**config.mk**
```make
export PLATFORM = sky130hd
export DESIGN_NAME = alu_arbiter
export DESIGN_NICKNAME = d
export VERILOG_FILES = /design/src/rtl/alu_arbiter.sv
export SDC_FILE = /design/constraint.sdc
export NUM_CORES = 1
export LEC_CHECK = 0
export BUFFER_PORTS_ARGS = -buffer_cell sky130_fd_sc_hd__buf_4
export CAP_MARGIN = 20
export CORE_ASPECT_RATIO = 1.75
export CORE_UTILIZATION = 40
export CTS_CLUSTER_DIAMETER = 50
export CTS_CLUSTER_SIZE = 14
export DETAILED_ROUTE_END_ITERATION = 7
export GPL_ROUTABILITY_DRIVEN = 0
export GPL_TIMING_DRIVEN = 0
export PLACE_DENSITY = 0.8
export REMOVE_ABC_BUFFERS = 1
export SKIP_CTS_REPAIR_TIMING = 1
export SYNTH_ARGS = -nofsm -noshare
export SYNTH_HDL_FRONTEND = slang
export SYNTH_SLANG_ARGS = --single-unit
```
**constraint.sdc**
```tcl
create_clock -name clk -period 1.3 [get_ports clk]
set_input_delay 0.13 -clock clk [delete_from_list [all_inputs] [get_ports clk]]
set_output_delay 0.13 -clock clk [all_outputs]
set_load 0.01 [all_outputs]
```
**src/rtl/alu_arbiter.sv**
```systemverilog
// Two-port valid/ready arbiter sharing one combinational ALU.
// Define ALU_ARB_FIXED_PRIO_EN for fixed port-0 priority instead of round-robin.
module alu_arbiter #(
  parameter int DW  = 4,
  parameter int OPW = 3
) (
  input  logic           clk,
  input  logic           rst,
  input  logic           req0_valid,
  output logic           req0_ready,
  input  logic [DW-1:0]  req0_a,
  input  logic [DW-1:0]  req0_b,
  input  logic [OPW-1:0] req0_op,
  input  logic           req1_valid,
  output logic           req1_ready,
  input  logic [DW-1:0]  req1_a,
  input  logic [DW-1:0]  req1_b,
  input  logic [OPW-1:0] req1_op,
  output logic           rsp0_valid,
  input  logic           rsp0_ready,
  output logic [DW-1:0]  rsp0_data,
  output logic           rsp1_valid,
  input  logic           rsp1_ready,
  output logic [DW-1:0]  rsp1_data,
  output logic [DW-1:0]  alu_a,
  output logic [DW-1:0]  alu_b,
  output logic [OPW-1:0] alu_op,
  input  logic [DW-1:0]  alu_res,
  output logic           busy
);

  typedef enum logic [1:0] {
    IDLE,
    ISSUE,
    RESP
  } state_t;

  state_t         state;
  state_t         state_nxt;
  logic           owner;
  logic           ptr;
  logic           grant0;
  logic           grant1;
  logic           rsp_done;
  logic [DW-1:0]  a_q;
  logic [DW-1:0]  b_q;
  logic [OPW-1:0] op_q;
  logic [DW-1:0]  res_q;

  always_comb begin
    state_nxt = state;
    grant0    = 1'b0;
    grant1    = 1'b0;
    rsp_done  = 1'b0;
    unique case (state)
      IDLE: begin
        grant0 = req0_valid && (!req1_valid || !ptr);
        grant1 = req1_valid && !grant0;
        if (grant0 || grant1)
          state_nxt = ISSUE;
      end
      ISSUE: state_nxt = RESP;
      RESP: begin
        rsp_done = owner ? rsp1_ready : rsp0_ready;
        if (rsp_done)
          state_nxt = IDLE;
      end
      default: state_nxt = IDLE;
    endcase
  end

  always_ff @(posedge clk or posedge rst) begin
    if (rst) begin
      state <= IDLE;
      owner <= 1'b0;
      a_q   <= '0;
      b_q   <= '0;
      op_q  <= '0;
      res_q <= '0;
    end else begin
      state <= state_nxt;
      if (grant0 || grant1) begin
        owner <= grant1;
        a_q   <= grant1 ? req1_a  : req0_a;
        b_q   <= grant1 ? req1_b  : req0_b;
        op_q  <= grant1 ? req1_op : req0_op;
      end
      if (state == ISSUE)
        res_q <= alu_res;
    end
  end

`ifdef ALU_ARB_FIXED_PRIO_EN
  assign ptr = 1'b0;
`else
  // Pointer moves only on completed response handshakes.
  always_ff @(posedge clk or posedge rst) begin
    if (rst)
      ptr <= 1'b0;
    else if (rsp_done)
      ptr <= ~owner;
  end
`endif

  // Readies are combinational, so gate them while reset is held.
  assign req0_ready = grant0 && !rst;
  assign req1_ready = grant1 && !rst;

  assign rsp0_valid = (state == RESP) && !owner;
  assign rsp1_valid = (state == RESP) && owner;
  assign rsp0_data  = rsp0_valid ? res_q : '0;
  assign rsp1_data  = rsp1_valid ? res_q : '0;

  assign alu_a  = a_q;
  assign alu_b  = b_q;
  assign alu_op = op_q;
  assign busy   = (state != IDLE);

endmodule

```
==> metrics.md, run 1 <==
| Metric | Value |
|---|---|
| Status | finished, violations left |
| Failing checks | negative setup slack |
| Clock sink count | 19 |
| Leading cell type in the layout, fill and taps excluded | buf_4 |
| Global routing usage on met3 | approximately 3.2% |
| Final min period | 1540 ps |
| Delay-heaviest family, CP | flip-flops |
| Sequential cell area fraction in the yosys report | 46.7% |
| Startpoint Class | flip-flop |
| First-pass GRT wire length | between 4 and 5 mm |
| Yosys top cell by area | dfrtp_1 |
| Grt peak-use layer | met2 |
| Top cell type's share of synthesized area | a little under half |
| Multi-input logic area | ~540 um^2 |
| Met2 Use GR | 42.3% |
| Synth Instances | between 100 and 150 |
| Fin worst setup slack | -242 ps |
| Final Slew Violations | 0 |
| DR iter-0 viols | 11 |
| LEAKAGE | 0.000865 uW |
| Crit-path max FO | 5 |
| Placed Area | about 1400 um^2 |
| Vias in the first global route | between 900 and 1000 |
| Post-route cell area | about 1700 um^2 |
| Max_cap viols | 0 |
| Post-route ant nets | 0 |
| Buffer depth of the longest clock path | 2 |
| Rows | 23 |
| Antenna violations before repair | 0 |
| Fmax | around 650 MHz |
| Layout Skew | 4.99 ps |
| Yosys reg bits | 19 |
| Die width | 40.1 um |
| Critical Path AT | roughly 1400 ps |
| Synth cell types | 25 |
| Pin count of the biggest net entering global routing | 21 |
| CP max stage cell | dfrtp_2 |
| Die area | around 2800 um^2 |
| Via count | 1118 |
| CP required | approximately 1200 ps |
| Grt total ovfl | 0 |
| Fin crit share | 119% |
| CTS clock-pin slew for the worst setup and hold paths | 80 ps |
| CTS H-tree depth | 1 |
| Mean Syn Cell Area | 9.61 um^2 |
| Placed cells | 178 |
| Gr usage total | approximately 22% |
| Crit-path max cell delay | between 400 and 500 ps |
| Commonest cells after routing, fill and taps aside | buf_4 (63), dfrtp_1 (18), inv_1 (13), nand4_1 (11), buf_6 (9) |
| Actual slew at the worst max-slew pin | ~860 ps |
| Skew-Pair Late Insertion Delay | between 200 and 300 ps |
| Starting Density | 43.2% |
| CP Class | reg -> out |
| Die Height | roughly 69 um |
| Drt pass-1 iters | 4 |
| RSZ-0062 raised after global routing | true |
| Root Driver | clkbuf_8 |
| Internal reg-to-reg setup slack | -210 ps |
| CTS tree | done |
| Power Dens Cells | between 2000 and 2500 nW/um^2 |
| Setup TNS | -3420 ps |
| VDD IR max | 1.33 mV |
| Synth area leaders | dfrtp_1 (47%), o311ai_1 (7.7%), nand4_1 (6.8%) |
| Buf/Inv on CP | 2 |
| Cells along the critical path | nor2_4 > buf_6 > nand2_4 > a211oi_2 > buf_4 |
| Number of diodes | 0 |
| Total CTS buffers | 3 |
| # DRC | 0 |
| CP Capture Type | output port |
| Final setup viols | 24 |
| Post-detail-place hpwl | between 2 and 2.5 mm |
| Warning count from the yosys run | 0 |
| Hold Crit Class | in -> async |
| Vias per std cell | 5.62 |
| Share of cells above drive strength 1 | 59.8% |
| Ports | 56 |
| Rel. slew slack | between 40% and 50% |
| Filler cell count | 157 |
| Non-filler cells, final | between 150 and 200 |
| Core footprint | roughly 2400 um^2 |
| Area delta synth->final | 70.0% |
| M1 GR Usage | a little under a quarter |
| IO buf count | 55 |
| Final #Nets | 207 |
| Final wirelength | between 3 and 4 mm |
| Syn Std Cell Area | 1020 um^2 |
| WL/cell | roughly 17 um |
| Sequential Area | around 480 um^2 |
| Hold Fails Final Rpt | 0 |
worst paths after layout:
| check | from | to | depth (start not counted) |
|---|---|---|---|
| min in group clk | alu_res[0] | res_q[0]$_DFFE_PP0N_ | 2 |
| min | rst | alu_op[0]$_DFFE_PP0P_ | 2 |
| max reg2reg | state[0]$_DFFE_PP0P_ | alu_a[3]$_DFFE_PP0P_ | 6 |
| max | state[0]$_DFFE_PP0P_ | req0_ready | 5 |
| min reg2reg | alu_a[0]$_DFFE_PP0P_ | alu_a[0]$_DFFE_PP0P_ | 2 |
| max in group asynchronous | rst | state[0]$_DFFE_PP0P_ | 2 |
metal layers:
metal  vias to the layer above  wire, um  share of wire [%]
li1                        519         -                  -
met1                       543      1160                 34
met2                        52      1990                 59
met3                         4       189                5.6
met4                         0        40                1.2
met5                         -         0                  0
cells in the mapped netlist:
master,instances
dfrtp_1,19
inv_1,14
o21ai_0,12
nand4_1,11
o311ai_1,9
clkbuf_1,7
and2_1,6
and3_1,4
mux2_2,4
nand2_1,4
o311ai_0,2
a211oi_1,1
a21o_1,1
a21oi_1,1
and2b_2,1
and3_4,1
buf_6,1
clkbuf_2,1
mux2i_1,1
nand2b_1,1
nand2b_4,1
nor2_1,1
nor2_4,1
nor2b_1,1
o2bb2ai_1,1
flip-flops by register name, summed over array words and instances, names as in the netlist:
signal / flops
alu_b: 4
res_q: 4
alu_op: 3
owner: 1
state: 2
alu_a: 4
ptr: 1
layout make-up:
cell class,instances,share of cell area [%]
clock buffer,3,2.38
timing repair inverter,1,0.434
tap,25,1.81
multi-input combinational,64,31.1
timing repair buffer,72,33.2
inverter,14,3.25
clock inverter,1,0.289
sequential,19,27.5
cell families (layout without fill, tap and decap cells):
family / Yosys count / after routing / synth area share (%)
buf+inv: 23 / 91 / 9.34
compound gates: 27 / 27 / 18.2
flops: 19 / 19 / 46.7
simple gates: 32 / 32 / 20.4
mux: 5 / 5 / 5.41
per-stage QoR:
| stage | setup slack [ps] | total power [uW] | utilization, % | hold WS, ps |
|---|---|---|---|---|
| 6_report | -242 | 3900 | 73.4 | 16.2 |
| 5_1_grt | -328 | 4120 | 73.4 | 78.2 |
| 4_1_cts | -456 | 3120 | 62.5 | 42.1 |
| 3_5_place_dp | -435 | 2720 | 60.5 | 314 |
| 3_3_place_gp | -520 | 2630 | 60.2 | 297 |
| 2_1_floorplan | -137 | 1950 | - | 86.3 |
power breakdown:
part           leakage, uW  total, uW  switching (uW)  internal, uW
clock network    0.0000255        416             203           213
logic             0.000618       2320            1080          1250
registers         0.000222       1160             269           896
No activity file was read; power rests on OpenSTA's default activity.
==> inputs of run 2 (changes only) <==
==> constraint.sdc (replaced) <==
create_clock -name clk -period 1.7 [get_ports clk]
set_input_delay 0.17 -clock clk [delete_from_list [all_inputs] [get_ports clk]]
set_output_delay 0.17 -clock clk [all_outputs]
set_load 0.01 [all_outputs]
==> metrics.md, run 2 (same netlist as run 1, synthesis figures left out) <==
| Metric | Value |
|---|---|
| Status | finished clean (was finished, violations left) |
| Startpoint Class | flip-flop (unchanged) |
| Setup TNS | 0 ps (was -3420 ps) |
| IO buf count | 55 (unchanged) |
| Ports | 56 (unchanged) |
| Antenna violations before repair | 0 (unchanged) |
| Layout Skew | 4.46 ps (was 4.99 ps) |
| Core footprint | 2360 um^2 (unchanged) |
| Reg2reg start | state[0]$_DFFE_PP0P_ (unchanged) |
| Total CTS buffers | 3 (unchanged) |
| CTS tree | done (unchanged) |
| Gr usage total | 22.4% (unchanged) |
| Pin count of the biggest net entering global routing | 21 (unchanged) |
| VDD IR max | 0.928 mV (was 1.33 mV) |
| Starting Density | 43.2% (unchanged) |
| Die width | 40.1 um (unchanged) |
| Final #Nets | 194 (was 207) |
| Buffer depth of the longest clock path | 2 (unchanged) |
| Hold slack | 58.4 ps (was 16.2 ps) |
| Final min period | roughly 1700 ps |
| Non-filler cells, final | 186 (was 199) |
| FF-to-FF path depth | 4 (was 6) |
| Fin crit share | just under 100% |
| Vias per std cell | 5.63 (was 5.62) |
| Via count | 1048 (was 1118) |
| # DRC | 0 (unchanged) |
| DR iter-0 viols | 18 (was 11) |
| CP endpoint | req1_ready (was req0_ready) |
| Number of diodes | 0 (unchanged) |
| CTS H-tree depth | 1 (unchanged) |
| Share of cells above drive strength 1 | 45.3% (was 59.8%) |
| Hold Crit Class | in -> async (unchanged) |
| Commonest cells after routing, fill and taps aside | buf_4 (60), dfrtp_1 (19), inv_1 (14), o21ai_0 (12), nand4_1 (11) (was buf_4 (63), dfrtp_1 (18), inv_1 (13), nand4_1 (11), buf_6 (9)) |
| CP Class | reg -> out (unchanged) |
| Post-detail-place hpwl | 2.08 mm (unchanged) |
| Hold Fails Final Rpt | 0 (unchanged) |
| Final wirelength | 2.79 mm (was 3.38 mm) |
| Skew-Pair Late Insertion Delay | 250 ps (was 260 ps) |
| LEAKAGE | 0.000780 uW (was 0.000865 uW) |
| Place WS | -35.0 ps (was -435 ps) |
| Grt total ovfl | 0 (unchanged) |
| Root Driver | clkbuf_8 (unchanged) |
| Worst r2r dst | alu_a[1]$_DFFE_PP0P_ (was alu_a[3]$_DFFE_PP0P_) |
| Internal reg-to-reg setup slack | 100 ps (was -210 ps) |
| Die Height | 68.8 um (unchanged) |
| Clock sink count | 19 (unchanged) |
| CTS clock-pin slew for the worst setup and hold paths | 70 ps (was 80 ps) |
| CP Capture Type | output port (unchanged) |
| Drt pass-1 iters | 5 (was 4) |
| Fmax | around 600 MHz |
| Area delta synth->final | 48.4% (was 70.0%) |
| Rows | 23 (unchanged) |
| Final Slew Violations | 0 (unchanged) |
| Vias in the first global route | 987 (unchanged) |
| Rel. slew slack | 50.5% (was 42.2%) |
| Fin worst setup slack | 37.3 ps (was -242 ps) |
| Power Dens Cells | 1640 nW/um^2 (was 2250 nW/um^2) |
| Leading cell type in the layout, fill and taps excluded | buf_4 (unchanged) |
| Max_cap viols | 0 (unchanged) |
| First-pass GRT wire length | 4.22 mm (unchanged) |
| Final setup viols | 0 (was 24) |
| Crit-path max FO | 13 (was 5) |
| Post-route ant nets | 0 (unchanged) |
| CP startpoint | state[0]$_DFFE_PP0P_ (unchanged) |
| Actual slew at the worst max-slew pin | 741 ps (was 864 ps) |
| Die area | 2760 um^2 (unchanged) |
| CP required | 1530 ps (was 1170 ps) |
| Critical Path AT | 1490 ps (was 1410 ps) |
| Placed cells | 178 (unchanged) |
| WL/cell | 15.0 um (was 17.0 um) |
-- run 2: cell count changes in the layout (fill, tap and decap cells not counted), sizes merged --
cell      change
inv           +1
buf          -12
clkinvlp      -2
-- run 2: worst min path at each step --
stage | from | end | depth (start not counted)
6_report | rst | alu_op[0]$_DFFE_PP0P_ | 2
5_1_grt | rst | alu_op[0]$_DFFE_PP0P_ | 2
4_1_cts | rst | alu_b[0]$_DFFE_PP0P_ | 2
3_5_place_dp | rst | alu_op[1]$_DFFE_PP0P_ | 2
3_3_place_gp | rst | ptr$_DFFE_PP0P_ | 2
2_1_floorplan | rst | alu_a[0]$_DFFE_PP0P_ | 1
-- run 2: routing by layer --
metal	global-route usage (%)	vias up	part of all wire [%]
met4	8.19	0	0.68
met2	42.3	55	59
met5	0	-	0
li1	-	493	-
met1	23.0	498	34
met3	3.21	2	6.1
-- run 2: layout make-up --
| type | count | area [um^2] |
|---|---|---|
| fill | 198 | 848 |
| sequential | 19 | 475 |
| multi-input combinational | 64 | 455 |
| timing repair buffer | 60 | 450 |
| inverter | 14 | 52.6 |
| clock buffer | 3 | 41.3 |
| tap | 25 | 31.3 |
| clock inverter | 1 | 5.00 |
-- run 2: power by group --
| group | internal (uW) | switching, uW | leakage (uW) | total (uW) |
|---|---|---|---|---|
| Combinational | 688 | 633 | 0.000531 | 1320 |
| Sequential | 683 | 170 | 0.000223 | 853 |
| Clock | 162 | 142 | 0.0000255 | 305 |
-- run 2: stage by stage --
stage	util (%)	total power, uW	area, um^2
after floorplan	-	1490	976
after global placement	60.2	2010	1420
after detailed placement	60.5	2080	1430
after CTS	62.5	2390	1470
after global routing	64.1	2670	1510
final	64.1	2480	1510
-- run 2: worst max-delay path, cell delays in order (launching register included) --
cell and delay, ps:
dfrtp_1 450, nor2_4 210, and3_4 310, and2_1 160, buf_4 120
==> inputs of run 3 (changes only) <==
==> constraint.sdc (replaced) <==
create_clock -name clk -period 1.7 [get_ports clk]
set_input_delay 0.085 -clock clk [delete_from_list [all_inputs] [get_ports clk]]
set_output_delay 0.085 -clock clk [all_outputs]
set_load 0.01 [all_outputs]
==> metrics.md, run 3 (same netlist as run 1, synthesis figures left out) <==
| Metric | Value |
|---|---|
| Status | finished, violations left (was finished clean) |
| Failing checks | negative hold slack |
| Clock power share | 12.4% (was 12.3%) |
| LEAKAGE | 0.000777 uW (was 0.000780 uW) |
| Post-route ant nets | 0 (unchanged) |
| Rel. slew slack | 50.6% (was 50.5%) |
| Final min period | 1550 ps (was 1660 ps) |
| Leading cell type in the layout, fill and taps excluded | buf_4 (unchanged) |
| Total CTS buffers | 3 (unchanged) |
| Commonest cells after routing, fill and taps aside | buf_4 (60), dfrtp_1 (19), inv_1 (14), nand4_1 (11), o21ai_0 (11) (was buf_4 (60), dfrtp_1 (19), inv_1 (14), o21ai_0 (12), nand4_1 (11)) |
| CTS H-tree depth | 1 (unchanged) |
| Filler cell count | 201 (was 198) |
| Clock sink count | 19 (unchanged) |
| Actual slew at the worst max-slew pin | 741 ps (about the same) |
| Sequential Area | 475 um^2 (unchanged) |
| Pin count of the biggest net entering global routing | 21 (unchanged) |
| Buffer depth of the longest clock path | 2 (unchanged) |
| Delay-heaviest family, CP | simple AND/OR/NAND/NOR gates (unchanged) |
| Grt total ovfl | 0 (unchanged) |
| Hold Fails Final Rpt | 19 (was 0) |
| Via count | 1037 (was 1048) |
| Hold Crit Class | in -> async (unchanged) |
| Die Height | 68.8 um (unchanged) |
| Combinational power share | 53.4% (was 53.3%) |
| Skew-Pair Late Insertion Delay | 250 ps (about the same) |
| Placed cells | 178 (unchanged) |
| Crit-path max cell delay | 430 ps (was 450 ps) |
| Final Slew Violations | 0 (unchanged) |
| Die width | 40.1 um (unchanged) |
| Fin crit share | 91.4% (was 97.8%) |
| CP Class | reg -> out (unchanged) |
| Max_cap viols | 0 (unchanged) |
| Core footprint | 2360 um^2 (unchanged) |
| Post-layout util | 63.8% (was 64.1%) |
| CTS tree | done (unchanged) |
| Vias in the first global route | 987 (unchanged) |
| RSZ-0062 raised after global routing | false |
| Share of cells above drive strength 1 | 45.3% (unchanged) |
| Part of the power in registers | 34.2% (was 34.4%) |
| DR iter-0 viols | 20 (was 18) |
| Die area | 2760 um^2 (unchanged) |
| Starting Density | 43.2% (unchanged) |
| Gr usage total | 22.4% (unchanged) |
| Worst r2r dst | alu_a[1]$_DFFE_PP0P_ (unchanged) |
| VDD IR max | 0.927 mV (was 0.928 mV) |
| Root Driver | clkbuf_8 (unchanged) |
| Area delta synth->final | 47.9% (was 48.4%) |
| Ports | 56 (unchanged) |
| Critical Path AT | 1470 ps (was 1490 ps) |
| Internal reg-to-reg setup slack | 240 ps (was 100 ps) |
| First-pass GRT wire length | 4.22 mm (unchanged) |
| P_sw | 939 uW (was 945 uW) |
| P_int | 1530 uW (about the same) |
| IO buf count | 55 (unchanged) |
| CP max stage cell | dfrtp_1 (unchanged) |
| Cells along the critical path | nor2_4 > and3_4 > and2_1 > buf_4 (unchanged) |
| CP required | 1620 ps (was 1530 ps) |
| Switching share of power | 38.1% (about the same) |
| Final #Nets | 194 (unchanged) |
| CP Capture Type | output port (unchanged) |
| Startpoint Class | flip-flop (unchanged) |
| Layout Skew | 4.50 ps (was 4.46 ps) |
| Fmax | 643 MHz (was 601 MHz) |
| Hold slack | -26.8 ps (was 58.4 ps) |
| Tot Pwr | 2470 uW (was 2480 uW) |
| Non-filler cells, final | 186 (unchanged) |
| Drt pass-1 iters | 4 (was 5) |
| Rows | 23 (unchanged) |
| CTS clock-pin slew for the worst setup and hold paths | 70 ps (about the same) |
| Post-route cell area | 1510 um^2 (about the same) |
| FF-to-FF path depth | 4 (unchanged) |
| Vias per std cell | 5.58 (was 5.63) |
| Buf/Inv on CP | 1 (unchanged) |
| Antenna violations before repair | 0 (unchanged) |
| Reg2reg start | state[0]$_DFFE_PP0P_ (unchanged) |
| Final setup viols | 0 (unchanged) |
| Power Dens Cells | 1640 nW/um^2 (about the same) |
| Number of diodes | 0 (unchanged) |
| Multi-input logic area | 450 um^2 (was 455 um^2) |
| Post-detail-place hpwl | 2.08 mm (unchanged) |
| Placed Area | 1430 um^2 (unchanged) |
| Final wirelength | 2.77 mm (was 2.79 mm) |
| WL/cell | 14.9 um (was 15.0 um) |
| # DRC | 0 (unchanged) |
| Crit-path max FO | 13 (unchanged) |
run 3: cell counts in the layout (fill, tap and decap cells not counted):
Identical to the previous run, type by type.
run 3: worst max path at each step:
stage | slack, ps | end | depth (start not counted) | from
2_1_floorplan | 260 | alu_a[1]$_DFFE_PP0P_ | 3 | state[1]$_DFFE_PP0P_
3_3_place_gp | -120 | alu_a[2]$_DFFE_PP0P_ | 3 | state[1]$_DFFE_PP0P_
3_5_place_dp | -40 | alu_a[2]$_DFFE_PP0P_ | 4 | state[1]$_DFFE_PP0P_
4_1_cts | -50 | alu_a[2]$_DFFE_PP0P_ | 4 | state[1]$_DFFE_PP0P_
5_1_grt | 40 | rsp0_data[0] | 4 | state[1]$_DFFE_PP0P_
6_report | 150 | req1_ready | 4 | state[0]$_DFFE_PP0P_
run 3: final cells by class:
cell class	count	area share, %
flip-flops and latches	19	31.6
repair buffers	60	29.9
multi-input cells	64	29.9
inverters	14	3.49
well taps	25	2.08
clock buffers	3	2.74
clock inverters	1	0.332
run 3: worst register-to-register path, stage by stage (launching register included):
cell	delay, ps
dfrtp_1	430
nor2_4	200
o21ai_1	200
buf_4	220
o311ai_0	290
run 3: power groups by stage:
stage                     sequential (uW)  combinational, uW  clock, uW
final                                 844               1320        305
after global placement                836               1170          0
after floorplan                       879                609          0
after global routing                  873               1440        342
after detailed placement              850               1230          0
after CTS                             841               1230        313
run 3: layer usage:
layer	vias up	part of all wire [%]	track usage (%)
met3	2	5.4	3.21
met5	-	0	0
li1	490	-	-
met2	48	59	42.3
met4	0	0.69	8.19
met1	497	35	23.0
run 3: stage by stage:
| stage | setup WS, ps | TNS (ps) |
|---|---|---|
| 6_report | 146 | 0 |
| 2_1_floorplan | 263 | 0 |
| 3_5_place_dp | -35.0 | -67.5 |
| 5_1_grt | 44.1 | 0 |
| 4_1_cts | -47.3 | -103 |
| 3_3_place_gp | -120 | -704 |
